$ cat config.mk
export PLATFORM = sky130hd
export DESIGN_NAME = apb4_cmd_master
export DESIGN_NICKNAME = d
export VERILOG_FILES = /design/src/rtl/apb4_pkg.sv /design/src/rtl/apb4_timeout_cnt.sv /design/src/rtl/apb4_cmd_master.sv
export SDC_FILE = /design/constraint.sdc
export NUM_CORES = 1
export LEC_CHECK = 0
export ABC_AREA = 1
export CAP_MARGIN = 40
export CORE_ASPECT_RATIO = 1.25
export CORE_UTILIZATION = 46
export CTS_CLUSTER_DIAMETER = 150
export DETAILED_ROUTE_END_ITERATION = 10
export GPL_TIMING_DRIVEN = 0
export PLACE_DENSITY = 0.9
export SYNTH_ARGS = -nofsm -noshare
export SYNTH_HDL_FRONTEND = slang
export SYNTH_HIERARCHICAL = 1
export SYNTH_SLANG_ARGS = --single-unit
$ cat constraint.sdc
create_clock -name pclk -period 5 [get_ports pclk]
set_clock_uncertainty 0.2 [all_clocks]
set_input_delay 0.5 -clock pclk [delete_from_list [all_inputs] [get_ports pclk]]
set_output_delay 0.5 -clock pclk [all_outputs]
set_load 0.05 [all_outputs]
$ cat src/rtl/apb4_pkg.sv
// Shared APB4 definitions: requester FSM state encoding and response codes.
package apb4_pkg;

  typedef enum logic [1:0] {
    ST_IDLE   = 2'd0,
    ST_SETUP  = 2'd1,
    ST_ACCESS = 2'd2,
    ST_RESP   = 2'd3
  } apb_state_e;

  localparam logic APB_RESP_OKAY   = 1'b0;
  localparam logic APB_RESP_SLVERR = 1'b1;

  localparam int unsigned APB_DATA_W = 32;
  localparam int unsigned APB_STRB_W = 4;

  // Maps the slave's pslverr pin onto the response-code space.
  function automatic logic apb_resp_code(input logic slverr);
    return slverr ? APB_RESP_SLVERR : APB_RESP_OKAY;
  endfunction

endpackage

$ cat src/rtl/apb4_timeout_cnt.sv
// Saturating wait-state counter with a terminal-count flag at TIMEOUT_CYC-1.
module apb4_timeout_cnt #(
  parameter int TIMEOUT_WD  = 8,
  parameter int TIMEOUT_CYC = 255
) (
  input  logic clk,
  input  logic rst,
  input  logic clr,
  input  logic en,
  output logic tc
);

  localparam logic [TIMEOUT_WD-1:0] TC_VAL  = TIMEOUT_WD'(TIMEOUT_CYC - 1);
  localparam logic [TIMEOUT_WD-1:0] CNT_MAX = {TIMEOUT_WD{1'b1}};

  logic [TIMEOUT_WD-1:0] cnt_q, cnt_d;

  always_comb begin
    cnt_d = cnt_q;
    if (clr) begin
      cnt_d = '0;
    end else if (en && (cnt_q != CNT_MAX)) begin
      cnt_d = cnt_q + TIMEOUT_WD'(1);
    end
  end

  always_ff @(posedge clk or posedge rst) begin
    if (rst) begin
      cnt_q <= '0;
    end else begin
      cnt_q <= cnt_d;
    end
  end

  assign tc = (cnt_q == TC_VAL);

endmodule

$ cat src/rtl/apb4_cmd_master.sv
// APB4 requester: one command in over valid/ready, SETUP/ACCESS sequencing with a
// wait-state timeout, one response out over valid/ready. All outputs are registered.
module apb4_cmd_master
  import apb4_pkg::*;
#(
  parameter int ADDRWIDTH   = 12,
  parameter int TIMEOUT_WD  = 8,
  parameter int TIMEOUT_CYC = 255
) (
  input  logic                  pclk,
  input  logic                  preset,
  input  logic                  cmd_valid,
  output logic                  cmd_ready,
  input  logic                  cmd_write,
  input  logic [ADDRWIDTH-1:0]  cmd_addr,
  input  logic [APB_DATA_W-1:0] cmd_wdata,
  input  logic [APB_STRB_W-1:0] cmd_strb,
  output logic                  rsp_valid,
  input  logic                  rsp_ready,
  output logic [APB_DATA_W-1:0] rsp_rdata,
  output logic                  rsp_err,
  output logic                  rsp_timeout,
  output logic                  psel,
  output logic                  penable,
  output logic                  pwrite,
  output logic [ADDRWIDTH-1:0]  paddr,
  output logic [APB_DATA_W-1:0] pwdata,
  output logic [APB_STRB_W-1:0] pstrb,
  input  logic [APB_DATA_W-1:0] prdata,
  input  logic                  pready,
  input  logic                  pslverr
);

  apb_state_e state_q, state_d;

  logic                  cmd_ready_q, cmd_ready_d;
  logic                  psel_q, psel_d;
  logic                  penable_q, penable_d;
  logic                  pwrite_q, pwrite_d;
  logic [ADDRWIDTH-1:0]  paddr_q, paddr_d;
  logic [APB_DATA_W-1:0] pwdata_q, pwdata_d;
  logic [APB_STRB_W-1:0] pstrb_q, pstrb_d;
  logic                  rsp_valid_q, rsp_valid_d;
  logic [APB_DATA_W-1:0] rsp_rdata_q, rsp_rdata_d;
  logic                  rsp_err_q, rsp_err_d;
  logic                  rsp_timeout_q, rsp_timeout_d;

  logic accept;
  logic cnt_clr;
  logic cnt_en;
  logic cnt_tc;

  // The handshake uses the registered cmd_ready so the requester sees exactly what we sample.
  assign accept  = (state_q == ST_IDLE) && cmd_valid && cmd_ready_q;
  assign cnt_clr = (state_q == ST_SETUP);
  assign cnt_en  = (state_q == ST_ACCESS) && !pready;

  apb4_timeout_cnt #(
    .TIMEOUT_WD  (TIMEOUT_WD),
    .TIMEOUT_CYC (TIMEOUT_CYC)
  ) u_timeout_cnt (
    .clk (pclk),
    .rst (preset),
    .clr (cnt_clr),
    .en  (cnt_en),
    .tc  (cnt_tc)
  );

  always_ff @(posedge pclk or posedge preset) begin
    if (preset) begin
      state_q <= ST_IDLE;
    end else begin
      state_q <= state_d;
    end
  end

  always_comb begin
    state_d = state_q;
    case (state_q)
      ST_IDLE:   if (accept)            state_d = ST_SETUP;
      ST_SETUP:                         state_d = ST_ACCESS;
      ST_ACCESS: if (pready || cnt_tc)  state_d = ST_RESP;
      ST_RESP:   if (rsp_ready)         state_d = ST_IDLE;
      default:                          state_d = ST_IDLE;
    endcase
  end

  always_comb begin
    cmd_ready_d   = cmd_ready_q;
    psel_d        = psel_q;
    penable_d     = penable_q;
    pwrite_d      = pwrite_q;
    paddr_d       = paddr_q;
    pwdata_d      = pwdata_q;
    pstrb_d       = pstrb_q;
    rsp_valid_d   = rsp_valid_q;
    rsp_rdata_d   = rsp_rdata_q;
    rsp_err_d     = rsp_err_q;
    rsp_timeout_d = rsp_timeout_q;
    case (state_q)
      ST_IDLE: begin
        cmd_ready_d = 1'b1;
        if (accept) begin
          cmd_ready_d = 1'b0;
          psel_d      = 1'b1;
          penable_d   = 1'b0;
          pwrite_d    = cmd_write;
          paddr_d     = cmd_addr;
          // Reads never expose stale write data or strobes on the bus.
          pwdata_d    = cmd_write ? cmd_wdata : '0;
          pstrb_d     = cmd_write ? cmd_strb  : '0;
        end
      end
      ST_SETUP: begin
        penable_d = 1'b1;
      end
      ST_ACCESS: begin
        if (pready) begin
          psel_d        = 1'b0;
          penable_d     = 1'b0;
          rsp_valid_d   = 1'b1;
          rsp_rdata_d   = pwrite_q ? '0 : prdata;
          rsp_err_d     = apb_resp_code(pslverr);
          rsp_timeout_d = 1'b0;
        end else if (cnt_tc) begin
          psel_d        = 1'b0;
          penable_d     = 1'b0;
          rsp_valid_d   = 1'b1;
          rsp_rdata_d   = '0;
          rsp_err_d     = APB_RESP_SLVERR;
          rsp_timeout_d = 1'b1;
        end
      end
      ST_RESP: begin
        if (rsp_ready) begin
          rsp_valid_d = 1'b0;
          cmd_ready_d = 1'b1;
        end
      end
      default: begin
        cmd_ready_d = 1'b0;
      end
    endcase
  end

  always_ff @(posedge pclk or posedge preset) begin
    if (preset) begin
      cmd_ready_q   <= 1'b0;
      psel_q        <= 1'b0;
      penable_q     <= 1'b0;
      pwrite_q      <= 1'b0;
      paddr_q       <= '0;
      pwdata_q      <= '0;
      pstrb_q       <= '0;
      rsp_valid_q   <= 1'b0;
      rsp_rdata_q   <= '0;
      rsp_err_q     <= 1'b0;
      rsp_timeout_q <= 1'b0;
    end else begin
      cmd_ready_q   <= cmd_ready_d;
      psel_q        <= psel_d;
      penable_q     <= penable_d;
      pwrite_q      <= pwrite_d;
      paddr_q       <= paddr_d;
      pwdata_q      <= pwdata_d;
      pstrb_q       <= pstrb_d;
      rsp_valid_q   <= rsp_valid_d;
      rsp_rdata_q   <= rsp_rdata_d;
      rsp_err_q     <= rsp_err_d;
      rsp_timeout_q <= rsp_timeout_d;
    end
  end

  assign cmd_ready   = cmd_ready_q;
  assign psel        = psel_q;
  assign penable     = penable_q;
  assign pwrite      = pwrite_q;
  assign paddr       = paddr_q;
  assign pwdata      = pwdata_q;
  assign pstrb       = pstrb_q;
  assign rsp_valid   = rsp_valid_q;
  assign rsp_rdata   = rsp_rdata_q;
  assign rsp_err     = rsp_err_q;
  assign rsp_timeout = rsp_timeout_q;

endmodule

-- After elaboration in Yosys (flattened, before gate mapping)
Cells that the tools add are included.
- flip-flop bits (word level): 97
- input bits: 87
- output and inout bits: 87
- word-level logic and storage cells: 70
- add/subtract/negate cells: 1
- eq/ne operators: 9
- mux-type cells: 27
- reduce and logical (&&, ||, !) cells: 20
- operators by type and width (operator ; count):
    2-to-1 mux 32 bit ; 4
    2-to-1 mux 8 bit ; 2
    2-to-1 mux 1 bit ; 12
    AND reduction 3 bit ; 4
    nonzero test 2 bit ; 5
    adder 8 x 1 -> 8 bit (second input constant) ; 1
    == test 8 bit (second input constant) ; 1
    inequality test 8 bit (second input constant) ; 1
    case mux 2 bit (4 select lines) ; 1
    2-to-1 mux 2 bit ; 3
    case mux 1 bit (2 select lines) ; 3
    AND reduction 2 bit ; 3
    == test 2 bit (second input constant) ; 2
    logical AND 1 bit ; 4
    2-to-1 mux 4 bit ; 1
    inequality test 2 bit (second input constant) ; 2
    inequality test 3 bit (second input constant) ; 1
    case mux 1 bit (3 select lines) ; 1
    nonzero test 3 bit ; 1
    == test 2 x 1 -> 1 bit (second input constant) ; 1
    zero test 2 bit ; 1
    inequality test 2 x 1 -> 1 bit (second input constant) ; 1
    zero test 1 bit ; 1
    logical OR 1 bit ; 1

-- Depth between registers and ports, before layout
- word-level depth: 5
- gate-level depth with buffers: 11
- mapped depth without buffers: 9

-- Modules after synthesis
The synthesis kept the hierarchy.
- by module, submodules not included (module ; instances ; cells each ; area each (um2) ; sequential area each (um2)):
    apb4_cmd_master ; 1 ; 404 ; 3582.2 ; 2227.1
    apb4_timeout_cnt ; 1 ; 77 ; 534.3 ; 200.2

-- Worst setup path before layout
Ideal clock, no wire load.
- path kind: register to register
- start: reg u_timeout_cnt.cnt_q[0]
- end: reg rsp_rdata_q[4] (netlist: rsp_rdata[4])
- library setup time: 0.133 ns
- data arrival time: 1.361 ns
- required time: 4.667 ns
- setup slack: 3.306 ns
- stages on the path, launching flop included: 12
- buffers on the path: 2
- clock period less this slack: 1.694 ns
- cells stage by stage: dfrtp_1 inv_1 ha_1 nand2_1 nor2_1 inv_1 nand2_1 nand2_1 buf_4 buf_6 nand2_1 o21ai_0
- cells in the longest elaborated chain, start to end: 3
- RTL lines (what ; RTL line ; source):
    from (decl) ; apb4_timeout_cnt.sv:16 ; logic [TIMEOUT_WD-1:0] cnt_q, cnt_d;
    from (signal assigned) ; apb4_timeout_cnt.sv:31 ; cnt_q <= cnt_d;
    == test 8 bit ; apb4_timeout_cnt.sv:35 ; assign tc = (cnt_q == TC_VAL);
    net cnt_tc ; apb4_cmd_master.sv:51 ; logic cnt_tc;
    nonzero test 2 bit (no source line) ; n/a ;
    AND reduction 2 bit (no source line) ; n/a ;
    to (signal assigned) ; apb4_cmd_master.sv:168 ; rsp_rdata_q <= rsp_rdata_d;
    to (decl) ; apb4_cmd_master.sv:44 ; logic [APB_DATA_W-1:0] rsp_rdata_q, rsp_rdata_d;
The timed path passes the listed nets, and every way through them passes these cells.
A chain may end at the register's enable or synchronous reset.

-- Final worst setup path
- start: reg cmd_ready_q (netlist: cmd_ready)
- end: out cmd_ready
- RTL lines (what ; RTL line ; source):
    from (decl) ; apb4_cmd_master.sv:36 ; logic cmd_ready_q, cmd_ready_d;
    from (signal assigned) ; apb4_cmd_master.sv:160 ; cmd_ready_q <= cmd_ready_d;
    to (decl) ; apb4_cmd_master.sv:13 ; output logic cmd_ready,
No word-level cell between the ends.

==> run metrics <==
status complete, no violations; max_cap viols 0; Clk pin slew, worst setup/hold paths 90 ps; Synth cell types 23; grt ovf 0; Gate Count Post-Synth 481; Critical Path Source Type register; Seq cells post-synth 97; max-slew violations 0; vias per cell 4.85; Hold Fails Final Rpt 0; Worst-Skew Late Latency 360 ps; P per Cell Area 700 nW/um2; Hold WC Path Type in -> async; routability cong. 0.776; fraction of registers with async set/reset 100%; TritonCTS buffer count 9; crit path capture type output port; CP Class reg -> out; drt wl/cell 13.6 um; slew of the pin with the lowest slew margin 560 ps; clock buffer depth 2; Pre-antenna DRT Iters 4; H-tree depth 3; fmax 433 MHz; syn avg cell area 8.56 um2; Antenna diodes 0; final setup vio count 0; number of DRC markers in iteration 0 213; ANT nets after route 0; chip width 86.6 um; die area 9330 um2; std cell rows 38; Tmin final 2310 ps; vias in the first global route 3,908; total number of vias 3,834; chip height 108 um; final net count 759; # resized after CTS 0; port bufs 173; share of cells above drive strength 1 6.41%; CP max stage delay 830 ps; EDFF count, synth 0; dpl hpwl 8.27 mm; CTS tree built; Final Core Density 71.5%; Worst EP required 4300 ps; CP Buf/Inv Count 1; initial antenna violation count 0; overall routing resource usage 24.3%; Sinks on Clock Net 97; Peak VDD IR 497 uV; Post-Synthesis Net Count 574; CP max FO 3; setup TNS 0 ps; setup bufs post-CTS 0; largest net degree at the start of global routing 47; sequential share of the synthesized area 59.0%; most used flip-flop cell after synthesis dfrtp_1; post-synthesis instance area 4120 um2; global-route wire length before repair 17.4 mm; Tcrit/Tclk final 46.2%; RSZ-0062 raised after global routing false; Slowest-stage cell, CP clkdlybuf4s50_1; Syn-to-layout area delta 51.2%; CTS Hold Bufs 0; fillers 641; crit-path cells clkdlybuf4s50_1; max_slew headroom 62.7%; residual DRC count 0; Root Buffer clkbuf_8; Initial Util 47.3%; Core Region 8700 um2; CP arrival 1610 ps; synth warn 6; LEAKAGE 2.97 nW; IO Pins 174; CP top delay family buffers and inverters; Total Routed Length 10.8 mm
stage by stage:
stage               power, mW  instances  hold WS, ps  instance area (um2)  setup WS [ps]
floorplan                2.95        481          116                 4120           1990
detailed placement       3.86        775          268                 6030           2750
global route             4.60        791          302                 6220           2630
finish                   4.36        791          280                 6220           2690
global placement         3.79        774          260                 6000            722
CTS                      4.39        791          276                 6220           2660
layout by cell type (no fill, tap or decap):
master / n
buf_6: 2
clkinvlp_4: 2
o21ai_1: 10
bufinv_16: 1
xor2_1: 2
inv_2: 3
nand4_1: 6
nand2_1: 252
clkdlybuf4s50_1: 173
clkinv_2: 2
clkbuf_1: 7
nand2_2: 3
inv_4: 1
dfrtp_1: 97
buf_16: 1
nor2_8: 1
nor2_4: 1
nand2_4: 1
nand3_1: 11
clkbuf_8: 10
inv_1: 18
nand3_4: 1
a21oi_1: 3
buf_4: 4
nor2_2: 2
ha_1: 6
buf_2: 7
nor2_1: 12
o21ai_0: 31
clkinv_4: 1
flip-flops by register name, summed over array words and instances (netlist names):
signal               flops
rsp_valid                1
psel                     1
penable                  1
pwrite                   1
rsp_err                  1
paddr                   12
pstrb                    4
state_q                  2
cmd_ready                1
rsp_rdata               32
pwdata                  32
rsp_timeout              1
u_timeout_cnt/cnt_q      8
routing by layer:
| metal | track usage (%) | part of all wire [%] | up-vias |
|---|---|---|---|
| met5 | 0 | 0 | - |
| met1 | 26.0 | 38 | 1807 |
| met4 | 9.88 | 1.8 | 0 |
| li1 | - | - | 1858 |
| met2 | 43.0 | 52 | 154 |
| met3 | 8.67 | 8.7 | 15 |
synth_stat cells, types with 4 or more instances:
cell type / n / area share, %
buf_2: 7 / 0.85
buf_4: 4 / 0.73
clkbuf_1: 6 / 0.55
dfrtp_1: 97 / 59
ha_1: 6 / 1.8
inv_1: 19 / 1.7
nand2_1: 252 / 23
nand3_1: 11 / 1.3
nand4_1: 6 / 0.91
nor2_1: 12 / 1.1
o21ai_0: 31 / 3.8
o21ai_1: 10 / 1.2
final cells by class:
| type | instances | area, um2 | area share [%] |
|---|---|---|---|
| Multi-Input combinational cell | 342 | 1490 | 23.9 |
| Timing Repair Buffer | 174 | 1760 | 28.3 |
| Inverter | 23 | 93.8 | 1.51 |
| Clock inverter | 5 | 55.1 | 0.884 |
| Clock buffer | 11 | 141 | 2.27 |
| Tap cell | 120 | 150 | 2.41 |
| Buffer | 19 | 110 | 1.77 |
| Sequential cell | 97 | 2430 | 39.0 |
power breakdown:
group	total [mW]	switching, mW	internal, mW
Sequential	1.31	0.200	1.11
Combinational	2.53	1.72	0.814
Clock	0.509	0.265	0.243
kinds of logic (layout without fill, tap and decap cells):
group	count (synthesis)	in the layout	synth area share (%)
and+or+nand+nor	290	290	28.5
DFF	97	97	59.0
AOI/OAI and AO/OA	44	44	5.35
xor gates and xnor gates	2	2	0.426
adders and majority gates	6	6	1.82
buffers and inverters	42	232	4.89
final timing paths:
path	startpoint	end	slack [ps]	cells after the start
worst max-delay path	cmd_ready	cmd_ready	2690	1
worst min-delay path	preset	u_timeout_cnt/cnt_q[4]	280	2
worst max register to register	u_timeout_cnt/cnt_q[0]	rsp_rdata[8]	2950	9
worst min register to register	psel	psel	280	2
max in group asynchronous	preset	pwdata[30]	3590	3
min in group pclk	psel	psel	280	2
(Power assumes the default switching activity.)
==> variant (same flow settings) <==
Take the reset off `paddr_q`, `pwdata_q` and `rsp_rdata_q` and load them in a clocked block of their own.
--- a/src/rtl/apb4_cmd_master.sv
+++ b/src/rtl/apb4_cmd_master.sv
@@ -149,11 +149,8 @@
       psel_q        <= 1'b0;
       penable_q     <= 1'b0;
       pwrite_q      <= 1'b0;
-      paddr_q       <= '0;
-      pwdata_q      <= '0;
       pstrb_q       <= '0;
       rsp_valid_q   <= 1'b0;
-      rsp_rdata_q   <= '0;
       rsp_err_q     <= 1'b0;
       rsp_timeout_q <= 1'b0;
     end else begin
@@ -161,14 +158,17 @@
       psel_q        <= psel_d;
       penable_q     <= penable_d;
       pwrite_q      <= pwrite_d;
-      paddr_q       <= paddr_d;
-      pwdata_q      <= pwdata_d;
       pstrb_q       <= pstrb_d;
       rsp_valid_q   <= rsp_valid_d;
-      rsp_rdata_q   <= rsp_rdata_d;
       rsp_err_q     <= rsp_err_d;
       rsp_timeout_q <= rsp_timeout_d;
     end
+  end
+
+  always_ff @(posedge pclk) begin
+    paddr_q     <= paddr_d;
+    pwdata_q    <= pwdata_d;
+    rsp_rdata_q <= rsp_rdata_d;
   end
 
   assign cmd_ready   = cmd_ready_q;
Check against the original RTL: differs if preset is asserted again (counterexample within 4 cycles, from zero or initial values and one cycle with preset high); with preset held inactive, the same outputs for 10 cycles.
==> variant against the unedited design <==
Sequential cell count unchanged. Design area down 2.6%. Wire length down 3.0%. Area after synthesis down 2.8%. Worst setup slack worse by 39 ps. Synthesized cell count down 23%. Largest cell class unchanged.
Power is not compared: it rests on default switching activity, and its combinational part moved more than twofold at a synthesized area within 25%.
==> variant: results (changes against the unedited design) <==
- The number of nets produced by synthesis came to 463 (-19%).
- The wire length of the first global-routing pass is 16000 µm (-8.3%).
- The flow ran to the end, and the final reports show no timing, DRC or antenna violations.
- The total placed cells including tap cells was 641 (-17%).
- The worst path arrival time came to 1650 ps (+40 ps).
- The fraction of the mapped netlist area in compound gates is 1.13% (-4.2 points).
- The global-route track usage on met1 is 25.3% (-0.72 points).
- The global placer's final weighted congestion is 0.815 (+5.1%).
- The worst setup slack before clock tree synthesis is 2490 ps (-262 ps).
- The share of synthesized cell area in full adder, half adder and majority cells is 1.88% (+0.053 points).
- The mean routed wirelength per cell was 15.9 µm (+17%).
- The maximum number of pins on one net before global-route repair is 34 (-28%).
- The total length of routed met3 wires is 558 µm (-40%).
- The share of layout cells above drive strength 1 came to 6.25% (-0.16 points).
- The async set or reset register ratio after synthesis is 21.6% (-78 points).
- The final-stage net count was 648 (-15%).
- The detailed-route vias per instance came to 4.83 (-0.39%).
- The transition time at the pin with the least slew margin is 655 ps (+94.7 ps).
- The post-synthesis xor/xnor area fraction is 0.438% (+0.012 points).
- The count of flip-flops with a built-in enable after synthesis is 76 (+76).
- The via count of the first global-routing pass came to 3218 (-18%).
- The length of routed met2 wiring is 5730 µm (+2.8%).
- The global router's overall resource usage is 23.7% (-0.52 points).
- The critical-path maximum fanout is 5 (+2).
- The number of cells on the worst reg-to-reg path is 6 (-3).
- The number of distinct library cells after synthesis was 24 (+4.3%).
- The commonest cells after synthesis are sky130_fd_sc_hd__nand2_1 (93), sky130_fd_sc_hd__inv_1 (80), sky130_fd_sc_hd__edfxtp_1 (76).
-- variant: cell types whose count changed after synthesis, sizes merged, moves of 7 or more --
cell / unedited run / this run
o21ai: 41 / 5
inv: 22 / 83
nor2: 16 / 50
buf: 13 / 6
edfxtp: 0 / 76
dfrtp: 97 / 21
nand2: 256 / 99
-- variant: final timing paths --
path / startpoint / end / slack [ps]
max: cmd_ready / cmd_ready / 2650
min: preset / u_timeout_cnt/cnt_q[1] / 230
max reg2reg: state_q[0] / pwdata[0] / 2730
min reg2reg: penable / penable / 290
max in group asynchronous: preset / rsp_valid / 3980
min in group pclk: penable / penable / 290
-- variant: final cells by class --
type | instances | area (µm²)
flip-flops and latches | 97 | 2810
fillers | 578 | 2270
repair buffers | 174 | 1780
multi-input cells | 181 | 835
inverters | 85 | 324
clock buffers | 10 | 128
well taps | 97 | 121
clock inverters | 6 | 35.0
plain buffers | 7 | 33.8
